$ cat src/rtl/pc_gen.sv
// rtl/pc_gen.sv - program-counter / next-PC stage feeding instruction fetch
// Sequential PC advance under valid/ready, redirect with one bubble, saturating redirect count.
module pc_gen #(
   parameter logic [31:0] RESET_PC = 32'h0000_0000,
   parameter int          CNT_W    = 16
) (
   input  logic             i_clk,
   input  logic             i_rst_n,
   input  logic             i_ready,
   input  logic             i_br_valid,
   input  logic             i_taken,
   input  logic             i_jump,
   input  logic [31:0]      i_br_pc,
   input  logic [31:0]      i_br_imm,
   output logic [31:0]      o_pc,
   output logic             o_valid,
   output logic             o_flush,
   output logic             o_misalign,
   output logic [CNT_W-1:0] o_redirects
);

   typedef enum logic [1:0] {
      IDLE   = 2'd0,
      RUN    = 2'd1,
      BUBBLE = 2'd2
   } state_t;

   state_t      state;
   logic [31:0] pc;
   logic [31:0] target;
   logic        redirect_req;
   logic        target_ok;

   assign target       = i_br_pc + i_br_imm;
   assign redirect_req = i_br_valid & (i_taken | i_jump);
   assign target_ok    = (target[1:0] == 2'b00);
   assign o_pc         = pc;

   // A misaligned target falls through to the normal sequencing path below.
   always_ff @(posedge i_clk or negedge i_rst_n) begin
      if (!i_rst_n) begin
         state       <= IDLE;
         pc          <= RESET_PC;
         o_valid     <= 1'b0;
         o_flush     <= 1'b0;
         o_misalign  <= 1'b0;
         o_redirects <= '0;
      end else begin
         o_flush    <= 1'b0;
         o_misalign <= 1'b0;
         if (redirect_req && target_ok) begin
            pc      <= target;
            state   <= BUBBLE;
            o_valid <= 1'b0;
            o_flush <= 1'b1;
            if (~&o_redirects)
               o_redirects <= o_redirects + {{(CNT_W-1){1'b0}}, 1'b1};
         end else begin
            if (redirect_req)
               o_misalign <= 1'b1;
            case (state)
               IDLE, BUBBLE: begin
                  state   <= RUN;
                  o_valid <= 1'b1;
               end
               RUN: begin
                  o_valid <= 1'b1;
                  if (i_ready)
                     pc <= pc + 32'd4;
               end
               default: begin
                  state   <= IDLE;
                  o_valid <= 1'b0;
               end
            endcase
         end
      end
   end

endmodule

$ cat config.mk
export PLATFORM = sky130hd
export DESIGN_NAME = pc_gen
export DESIGN_NICKNAME = d
export VERILOG_FILES = /design/src/rtl/pc_gen.sv
export SDC_FILE = /design/constraint.sdc
export NUM_CORES = 1
export LEC_CHECK = 0
export ABC_AREA = 1
export ABC_CLOCK_PERIOD_IN_PS = 1950
export BUFFER_PORTS_ARGS = -buffer_cell sky130_fd_sc_hd__buf_2
export CAP_MARGIN = 40
export CORE_ASPECT_RATIO = 0.8
export CORE_MARGIN = 4
export CORE_UTILIZATION = 50
export CTS_CLUSTER_SIZE = 16
export DETAILED_ROUTE_END_ITERATION = 10
export GPL_TIMING_DRIVEN = 1
export HOLD_SLACK_MARGIN = 0.1
export PLACE_DENSITY = 0.8
export SYNTH_ARGS = -nofsm -noshare
export SYNTH_HDL_FRONTEND = slang
export SYNTH_SLANG_ARGS = --single-unit
$ cat constraint.sdc
create_clock -name i_clk -period 1.95 [get_ports i_clk]
set_input_delay 0.39 -clock i_clk [delete_from_list [all_inputs] [get_ports i_clk]]
set_output_delay 0.39 -clock i_clk [all_outputs]
set_load 0.05 [all_outputs]
## Word-level counts from Yosys, hierarchy flattened

Index checks and enable logic that the tools add are counted.

- Input port bits: 70
- Word-level logic and storage cells: 35
- Register bits after elaboration: 53
- Output and inout bits: 51

- Add/sub/neg operators: 3
- Eq/ne operators: 3
- Mux-type cells: 10
- Reductions and logical operators: 10
- Bitwise logic cells: 3

Operators by type and width:

| kind | number |
|---|---|
| $mux W32 | 3 |
| $add A32 B3 Y32 const B | 1 |
| $add A32 B32 Y32 | 1 |
| $add A16 B1 Y16 const B | 1 |
| $reduce_and A16 Y1 | 1 |
| $mux W1 | 5 |
| $logic_not A2 Y1 | 2 |
| $pmux W2 S2 | 1 |
| $reduce_and A2 Y1 | 2 |
| $reduce_bool A2 Y1 | 2 |
| $reduce_or A3 Y1 | 1 |
| $eq A2 B1 Y1 const B | 1 |
| $eq A2 B2 Y1 const B | 1 |
| $mux W2 | 1 |
| $ne A2 B2 Y1 const B | 1 |
| $reduce_or A2 Y1 | 1 |
| $and A1 B1 Y1 | 1 |
| $logic_and A1 B1 Y1 | 1 |
| $not A1 Y1 | 1 |
| $or A1 B1 Y1 | 1 |

## Logic depth before layout (Yosys ltp)

Gate-level depths: netlist of run 1.

- Word-level depth: 5
- Depth in mapped cells: 15
- Depth with buffers taken out: 15

## Least setup slack after synthesis of run 1

Ideal clock, no wire load.

- Path type: input to register
- Start point: in i_br_pc[0]
- End point: reg o_redirects[5]
- Buffers on the path: 1
- Data required time: 1.809 ns
- Stages on the path: 8
- Library setup time: 0.141 ns
- Data arrival time: 2.101 ns
- Slack: -0.292 ns
- Path through: ha_1 -> fa_1 -> nor3_4 -> nand2_2 -> buf_4 -> nor2_1 -> nand3_1 -> xnor2_1

- Word-level cells in the longest chain between the ends: 4

RTL lines:

| item | line | text |
|---|---|---|
| start: declaration | 13 | `input logic [31:0] i_br_pc,` |
| $add A32 B32 Y32 | 34 | `assign target = i_br_pc + i_br_imm;` |
| $logic_not A2 Y1 | 36 | `assign target_ok = (target[1:0] == 2'b00);` |
| $logic_and A1 B1 Y1 | 51 | `if (redirect_req && target_ok) begin` |
| $reduce_and A2 Y1 (no source line) | -- |  |
| end signal: assignment | 57 | `o_redirects <= o_redirects + {{(CNT_W-1){1'b0}}, 1'b1};` |
| end: declaration | 19 | `output logic [CNT_W-1:0] o_redirects` |

No other way between the ends.
A chain may end at the register's enable or synchronous reset.

## Worst setup path after layout of run 1

- Start point: in i_br_pc[0]
- End point: reg o_redirects[13]

Same word-level chain as after synthesis.

==> results of run 1 <==
==> sequential cells by signal, indices dropped and copies added (netlist names) <==
name and cells:
state 2, o_redirects 16, o_misalign 1, o_pc 32
o_valid 1, o_flush 1
==> layout by cell type, fill, tap and decap left out, types with 3 or more instances in the layout <==
cell type,Yosys,routed
a21oi_1,47,46
a31oi_1,6,6
and2_1,3,3
buf_12,0,4
buf_2,5,120
buf_4,1,99
clkbuf_16,0,5
dfrtp_1,53,49
dfrtp_2,0,4
ha_1,33,32
inv_1,159,158
nand2_1,323,318
nand2_2,4,8
nand3_1,79,79
nand3b_1,9,9
nand4_1,14,14
nor2_1,91,84
nor2_2,2,6
nor2_4,3,6
nor3_1,23,22
nor3_2,2,3
nor4_1,3,3
o21ai_0,27,23
o21ai_1,0,4
o22ai_1,4,3
or2_2,5,5
xnor2_1,11,11
xor2_1,15,15
==> worst max-delay path: stages <==
cell and delay (ps):
buf_2 110, ha_4 150, fa_2 450, nor3_4 200, buf_6 150, nand2_4 100
nor2_4 110, nand2_1 100, nor2_4 130, nand2_1 60, nand2_1 50, nand2_1 50
==> metal layers <==
| metal | global-route usage, % | routed length [um] | vias up |
|---|---|---|---|
| met5 | 0 | 0 | - |
| met4 | 5.85 | 297 | 0 |
| met3 | 4.96 | 1690 | 28 |
| met2 | 43.9 | 7890 | 284 |
| met1 | 40.1 | 8160 | 3046 |
| li1 | - | - | 3425 |
==> report_power, final <==
group / internal [mW] / total [mW] / switching [mW]
sequential: 1.41 / 1.85 / 0.437
combinational: 1.33 / 4.16 / 2.83
clock: 0.643 / 1.06 / 0.421
total: 3.39 / 7.08 / 3.69
==> kinds of logic after synthesis <==
family,share of synthesized area [%]
XOR/XNOR,4.10
AO/OA/AOI/OAI,8.92
adder cells (fa/ha/maj),7.79
flip-flops,23.9
buffers and inverters,11.7
AND/OR/NAND/NOR,43.7
==> area by class of cell <==
class,instances,share of cell area (%)
Multi-Input combinational cell,718,49.3
Timing Repair Buffer,228,20.0
Sequential cell,53,17.9
Inverter,161,8.14
Tap cell,144,2.42
Clock buffer,7,1.91
Clock inverter,1,0.403
==> worst paths after layout <==
| kind | startpoint | end | slack, ps |
|---|---|---|---|
| max | i_br_pc[0] | o_redirects[13] | 70 |
| min | i_br_valid | o_misalign | 360 |
| max reg2reg | o_pc[2] | o_pc[30] | 130 |
| min reg2reg | o_pc[0] | o_pc[0] | 470 |
| max in group asynchronous | i_rst_n | o_pc[3] | 770 |
| min in group asynchronous | i_rst_n | o_pc[29] | 610 |
==> stage by stage <==
stage                     std cells  utilization, %  power, mW
after global placement         1300            66.0       5.81
final                          1312            68.7       7.08
after global routing           1312            68.7       7.53
after detailed placement       1300            66.0       5.88
after CTS                      1309            67.7       6.95
after floorplan                 941               -       4.49
==> synth_stat cells <==
cell | n | area (sq um)
o221ai_1 | 1 | 8.76
nor2_2 | 2 | 12.5
and2_1 | 3 | 18.8
nand3_2 | 1 | 10.0
xor2_1 | 15 | 131
or2_2 | 5 | 31.3
a21o_1 | 1 | 7.51
nor4_1 | 3 | 18.8
o21ai_2 | 1 | 8.76
a31oi_1 | 6 | 37.5
inv_1 | 159 | 597
buf_4 | 1 | 7.51
nand4_1 | 14 | 87.6
nand3_1 | 79 | 395
nor3_1 | 23 | 115
nor3b_1 | 1 | 7.51
o21ai_0 | 27 | 135
nand2_1 | 323 | 1210
inv_2 | 2 | 7.51
ha_1 | 33 | 413
o21a_1 | 1 | 7.51
o21bai_1 | 3 | 22.5
nor2_4 | 3 | 33.8
a22oi_1 | 1 | 7.51
or2_0 | 2 | 12.5
nor2_1 | 91 | 342
dfrtp_1 | 53 | 1330
o22ai_1 | 4 | 25.0
nor3_2 | 2 | 20.0
a21oi_1 | 47 | 235
buf_2 | 5 | 25.0
xnor2_1 | 11 | 96.3
fa_1 | 1 | 20.0
clkbuf_1 | 3 | 11.3
nand2_2 | 4 | 25.0
nand3b_1 | 9 | 67.6
nor3_4 | 1 | 16.3
==> what timing repair did <==
item | in CTS | in global routing
pin swaps | 0 | 3
hold endpoints to repair | 20 | 0
gates resized for setup | 1 | 20
buffers inserted | 0 | 3
setup endpoints to repair | 2 | 21
cloned | 0 | 0
hold buffers | 1 | 0
==> impl_metrics.py, run 1 <==
metrics = {
    "status": {
        "outcome": "finished, final reports clean",
    },
    "logic_synthesis": {
        "syn-mean-instance-area_sq_um": 5.90,
        "syn_nets": 1045,
        "netlist_instances": 941,
        "yosysSeqAreaShare_pct": 23.9,
        "ys_ff_latch": 53,
        "synth_area_sq_um": 5560,
        "yosys_warnings": 0,
        "synthDistinctLibCells": 37,
    },
    "clocking": {
        "cts_tree": "built",
        "clkLatencyLatePin_ps": 300,
        "cts_root_buf": "clkbuf_16",
        "h-tree-depth": 2,
        "clk_pin_slew_ps": 70,
        "cts-buffers-inserted": 5,
        "cts_sinks": 53,
        "cts.path.max_buffers": 2,
    },
    "layout": {
        "drive_above_1_share_pct": 23.7,
        "regArea_sq_um": 1330,
        "multiInputGateArea_sq_um": 3670,
        "antenna_cells": 0,
        "syn_to_final_growth_pct": 34.1,
        "nNetsFinal": 1271,
        "fin_area_sq_um": 7450,
        "nFillCells": 1001,
    },
    "placed_design": {
        "place_ws_ps": -359,
        "routabilityCongestion": 0.952,
        "port_buffers": 120,
        "dp_hpwl_mm": 14.8,
        "place_area_sq_um": 7160,
    },
    "die": {
        "die_h_um": 102,
        "die_x_um": 126,
        "initial_utilization_pct": 51.2,
        "coreArea_sq_um": 10800,
        "ios": 121,
        "dieArea_sq_um": 12900,
        "rows": 34,
    },
    "critical_path": {
        "worst_setup_path_end_kind": "flop",
        "crit_path_max_fanout": 6,
        "cp_data_arrival_time_ps": 2070,
        "worst-endpoint-required_ps": 2140,
        "rr_worst_depth": 12,
        "critPathKind": "input pin to flop",
        "worst_setup_path_start_kind": "input pin",
    },
    "routing": {
        "drc": 0,
        "drt_iter0_markers": 609,
        "final_antenna_net_count": 0,
        "firstDrtPassIters": 7,
        "drt-vias-per-instance": 5.17,
        "totalWireLength_mm": 18.0,
        "vias": 6783,
        "avgRoutedWirePerCell_um": 13.7,
    },
    "sta": {
        "hold_violations": 0,
        "setup_slack_ps": 74.5,
        "tns_ps": 0,
        "fin_crit_sh_pct": 96.2,
        "period_minus_slack_ps": 1880,
        "whs_ps": 365,
        "finalSetupViolCount": 0,
        "finClkSkew_ps": 6.71,
        "worst_slew_pin_slew_ps": 547,
        "relSlewSlack_pct": 63.5,
        "slew_viol_final": 0,
        "clock.fmax_mhz": 533,
    },
    "global_route": {
        "antenna_found_initial": 0,
        "grt_max_degree": 34,
        "grt_pass1_vias": 6180,
        "grt_usage_pct": 27.7,
        "gr-total-overflow": 0,
        "grt_pass1_wl_mm": 29.2,
    },
    "power_and_ir_drop": {
        "p_per_area_nw_per_um2": 950,
        "p_leak_nw": 4.23,
        "vdd_drop_max_v": 0.00131,
    },
    "worst_hold_path": {
        "hold_path_depth": 3,
        "hp-class": "input pin to flop",
    },
    "run": {
        "max_cap_violations": 0,
    },
}
Note: power is estimated with default switching activity, not from simulation.
==> run 2: changes to the inputs <==
--- a/config.mk
+++ b/config.mk
@@ -9,14 +9,15 @@
 export ABC_CLOCK_PERIOD_IN_PS = 1950
 export BUFFER_PORTS_ARGS = -buffer_cell sky130_fd_sc_hd__buf_2
 export CAP_MARGIN = 40
-export CORE_ASPECT_RATIO = 0.8
+export CORE_ASPECT_RATIO = 0.5
 export CORE_MARGIN = 4
 export CORE_UTILIZATION = 50
 export CTS_CLUSTER_SIZE = 16
 export DETAILED_ROUTE_END_ITERATION = 10
 export GPL_TIMING_DRIVEN = 1
 export HOLD_SLACK_MARGIN = 0.1
-export PLACE_DENSITY = 0.8
+export PLACE_DENSITY_LB_ADDON = 0.05
+export SETUP_SLACK_MARGIN = 0.2
 export SYNTH_ARGS = -nofsm -noshare
 export SYNTH_HDL_FRONTEND = slang
 export SYNTH_SLANG_ARGS = --single-unit
==> run 2 against run 1 <==
Non-clock buffer count rose by 32. Worst setup slack got worse by 36 ps. Largest cell class unchanged. Critical path type unchanged. Routed wire length up 14%. Clock-buffer cell count unchanged. Clock power shrank 18%. Sequential power increased by 3%. Worst hold slack improved by 41 ps.
==> impl_metrics.py, run 2 (same netlist as run 1, synthesis figures left out) <==
metrics = {
    "status": {
        "outcome": "finished, final reports clean",
    },
    "die": {
        "ios": 121,
        "die_h_um": 82.5,
        "die_x_um": 157,
        "initial_utilization_pct": 52.9,
        "rows": 26,
        "dieArea_sq_um": 13000,
        "coreArea_sq_um": 10500,
    },
    "routing": {
        "firstDrtPassIters": 5,
        "drt_iter0_markers": 674,
        "vias": 7085,
        "drc": 0,
        "final_antenna_net_count": 0,
        "avgRoutedWirePerCell_um": 15.3,
        "totalWireLength_mm": 20.5,
        "drt-vias-per-instance": 5.28,
    },
    "critical_path": {
        "crit_path_max_fanout": 8,
        "endpoint": "o_pc[11]",
        "reg2reg_setup_slack_ps": 150,
        "worst_setup_path_end_kind": "flop",
        "critPathLaunch": "i_br_imm[0]",
        "cp_data_arrival_time_ps": 2080,
        "rr_worst_depth": 12,
        "rr_startpoint": "o_pc[2]",
        "worstReg2RegEnd": "o_pc[30]",
        "worst_setup_path_start_kind": "input pin",
        "worst-endpoint-required_ps": 2110,
        "critPathKind": "input pin to flop",
    },
    "global_route": {
        "gr-total-overflow": 0,
        "grt_pass1_wl_mm": 30.5,
        "grt_max_degree": 34,
        "grt_usage_pct": 29.5,
        "antenna_found_initial": 0,
        "grt_pass1_vias": 6197,
    },
    "sta": {
        "worst_slew_pin_slew_ps": 484,
        "fin_crit_sh_pct": 98.0,
        "whs_ps": 406,
        "finClkSkew_ps": 5.72,
        "setup_slack_ps": 38.5,
        "tns_ps": 0,
        "period_minus_slack_ps": 1910,
        "slew_viol_final": 0,
        "hold_violations": 0,
        "grt_setup_unrepaired": "yes",
        "relSlewSlack_pct": 67.7,
        "clock.fmax_mhz": 523,
        "finalSetupViolCount": 0,
    },
    "layout": {
        "drive_above_1_share_pct": 35.3,
        "largest_reg_flops": 32,
        "syn_to_final_growth_pct": 49.1,
        "final_util_pct": 78.9,
        "antenna_cells": 0,
        "nFillCells": 798,
        "final_common_cell": "nand2_1",
        "nNetsFinal": 1305,
        "final_cell_mix": "nand2_1 (300), inv_1 (156), buf_4 (118), buf_2 (118), nor2_1 (73)",
    },
    "clocking": {
        "clk_pin_slew_ps": 70,
        "cts.path.max_buffers": 2,
        "clkLatencyLatePin_ps": 290,
        "cts_root_buf": "clkbuf_16",
        "cts_tree": "built",
        "h-tree-depth": 2,
        "cts-buffers-inserted": 5,
        "cts_sinks": 53,
    },
    "placed_design": {
        "dp_hpwl_mm": 15.3,
        "routabilityCongestion": 1.00,
        "place_ws_ps": -324,
        "port_buffers": 120,
    },
    "run": {
        "max_cap_violations": 0,
    },
    "power_and_ir_drop": {
        "p_leak_nw": 4.46,
        "p_per_area_nw_per_um2": 900,
        "vdd_drop_max_v": 0.000647,
    },
    "worst_hold_path": {
        "hp-class": "input pin to flop",
    },
}
run 2: changes by cell type in the layout (fill, tap and decap cells not counted), sizes merged:
cell	change
buf	+33
bufinv	-1
dlymetal6s2s	-1
clkinvlp	+1
nand2	+1
run 2: through the flow:
step / cell area, sq um / cells / total power, mW
finish: 8290 / 1341 / 7.46
global placement: 7230 / 1306 / 5.85
CTS: 7780 / 1331 / 7.01
floorplan: 5670 / 941 / 4.53
global route: 8290 / 1341 / 7.88
detailed placement: 7230 / 1306 / 5.89
run 2: final cells by class:
class	instances	area, sq um	area share (%)
multi-input combinational	719	4220	51.0
timing repair buffer	260	1780	21.5
sequential	53	1340	16.2
inverter	161	614	7.41
tap	140	175	2.11
clock buffer	7	143	1.72
timing repair inverter	1	7.51	0.0906
run 2: worst min path at each step:
stage | depth (start not counted) | slack (ps) | endpoint | from
final | 3 | 410 | state[1] | i_br_valid
after global routing | 3 | 420 | o_misalign | i_br_valid
after CTS | 3 | 400 | state[1] | i_br_valid
after detailed placement | 1 | 380 | o_redirects[13] | i_rst_n
after global placement | 1 | 380 | o_redirects[11] | i_rst_n
after floorplan | 0 | 90 | o_flush | i_rst_n
run 2: critical path, cell delays in order:
cell and delay (ps):
buf_6 100, ha_4 150, fa_2 450, nor3_4 220
buf_6 140, clkinvlp_4 180, nand2_4 210, a21oi_2 50
o21ai_1 100, nand3_1 100
run 2: what timing repair did:
action                                  4_1_cts  5_1_grt
endpoints found under the hold margin        20        0
pin swaps                                    21       21
buffers inserted                             14        9
cloned                                        3        1
hold buffers                                  1        0
resized for setup                            56      117
endpoints found under the setup margin       43       50
run 2: power breakdown:
group	internal, mW	leakage, nW	switching (mW)
Sequential	1.42	0.630	0.476
Clock	0.505	0.0700	0.369
Combinational	1.59	3.76	3.10
run 2: metal layers:
metal | up-vias | track usage, % | wire length, um
li1 | 3502 | - | -
met1 | 3219 | 43.0 | 9670
met2 | 334 | 46.2 | 8830
met3 | 30 | 5.00 | 1760
met4 | 0 | 6.09 | 277
met5 | - | 0 | 0
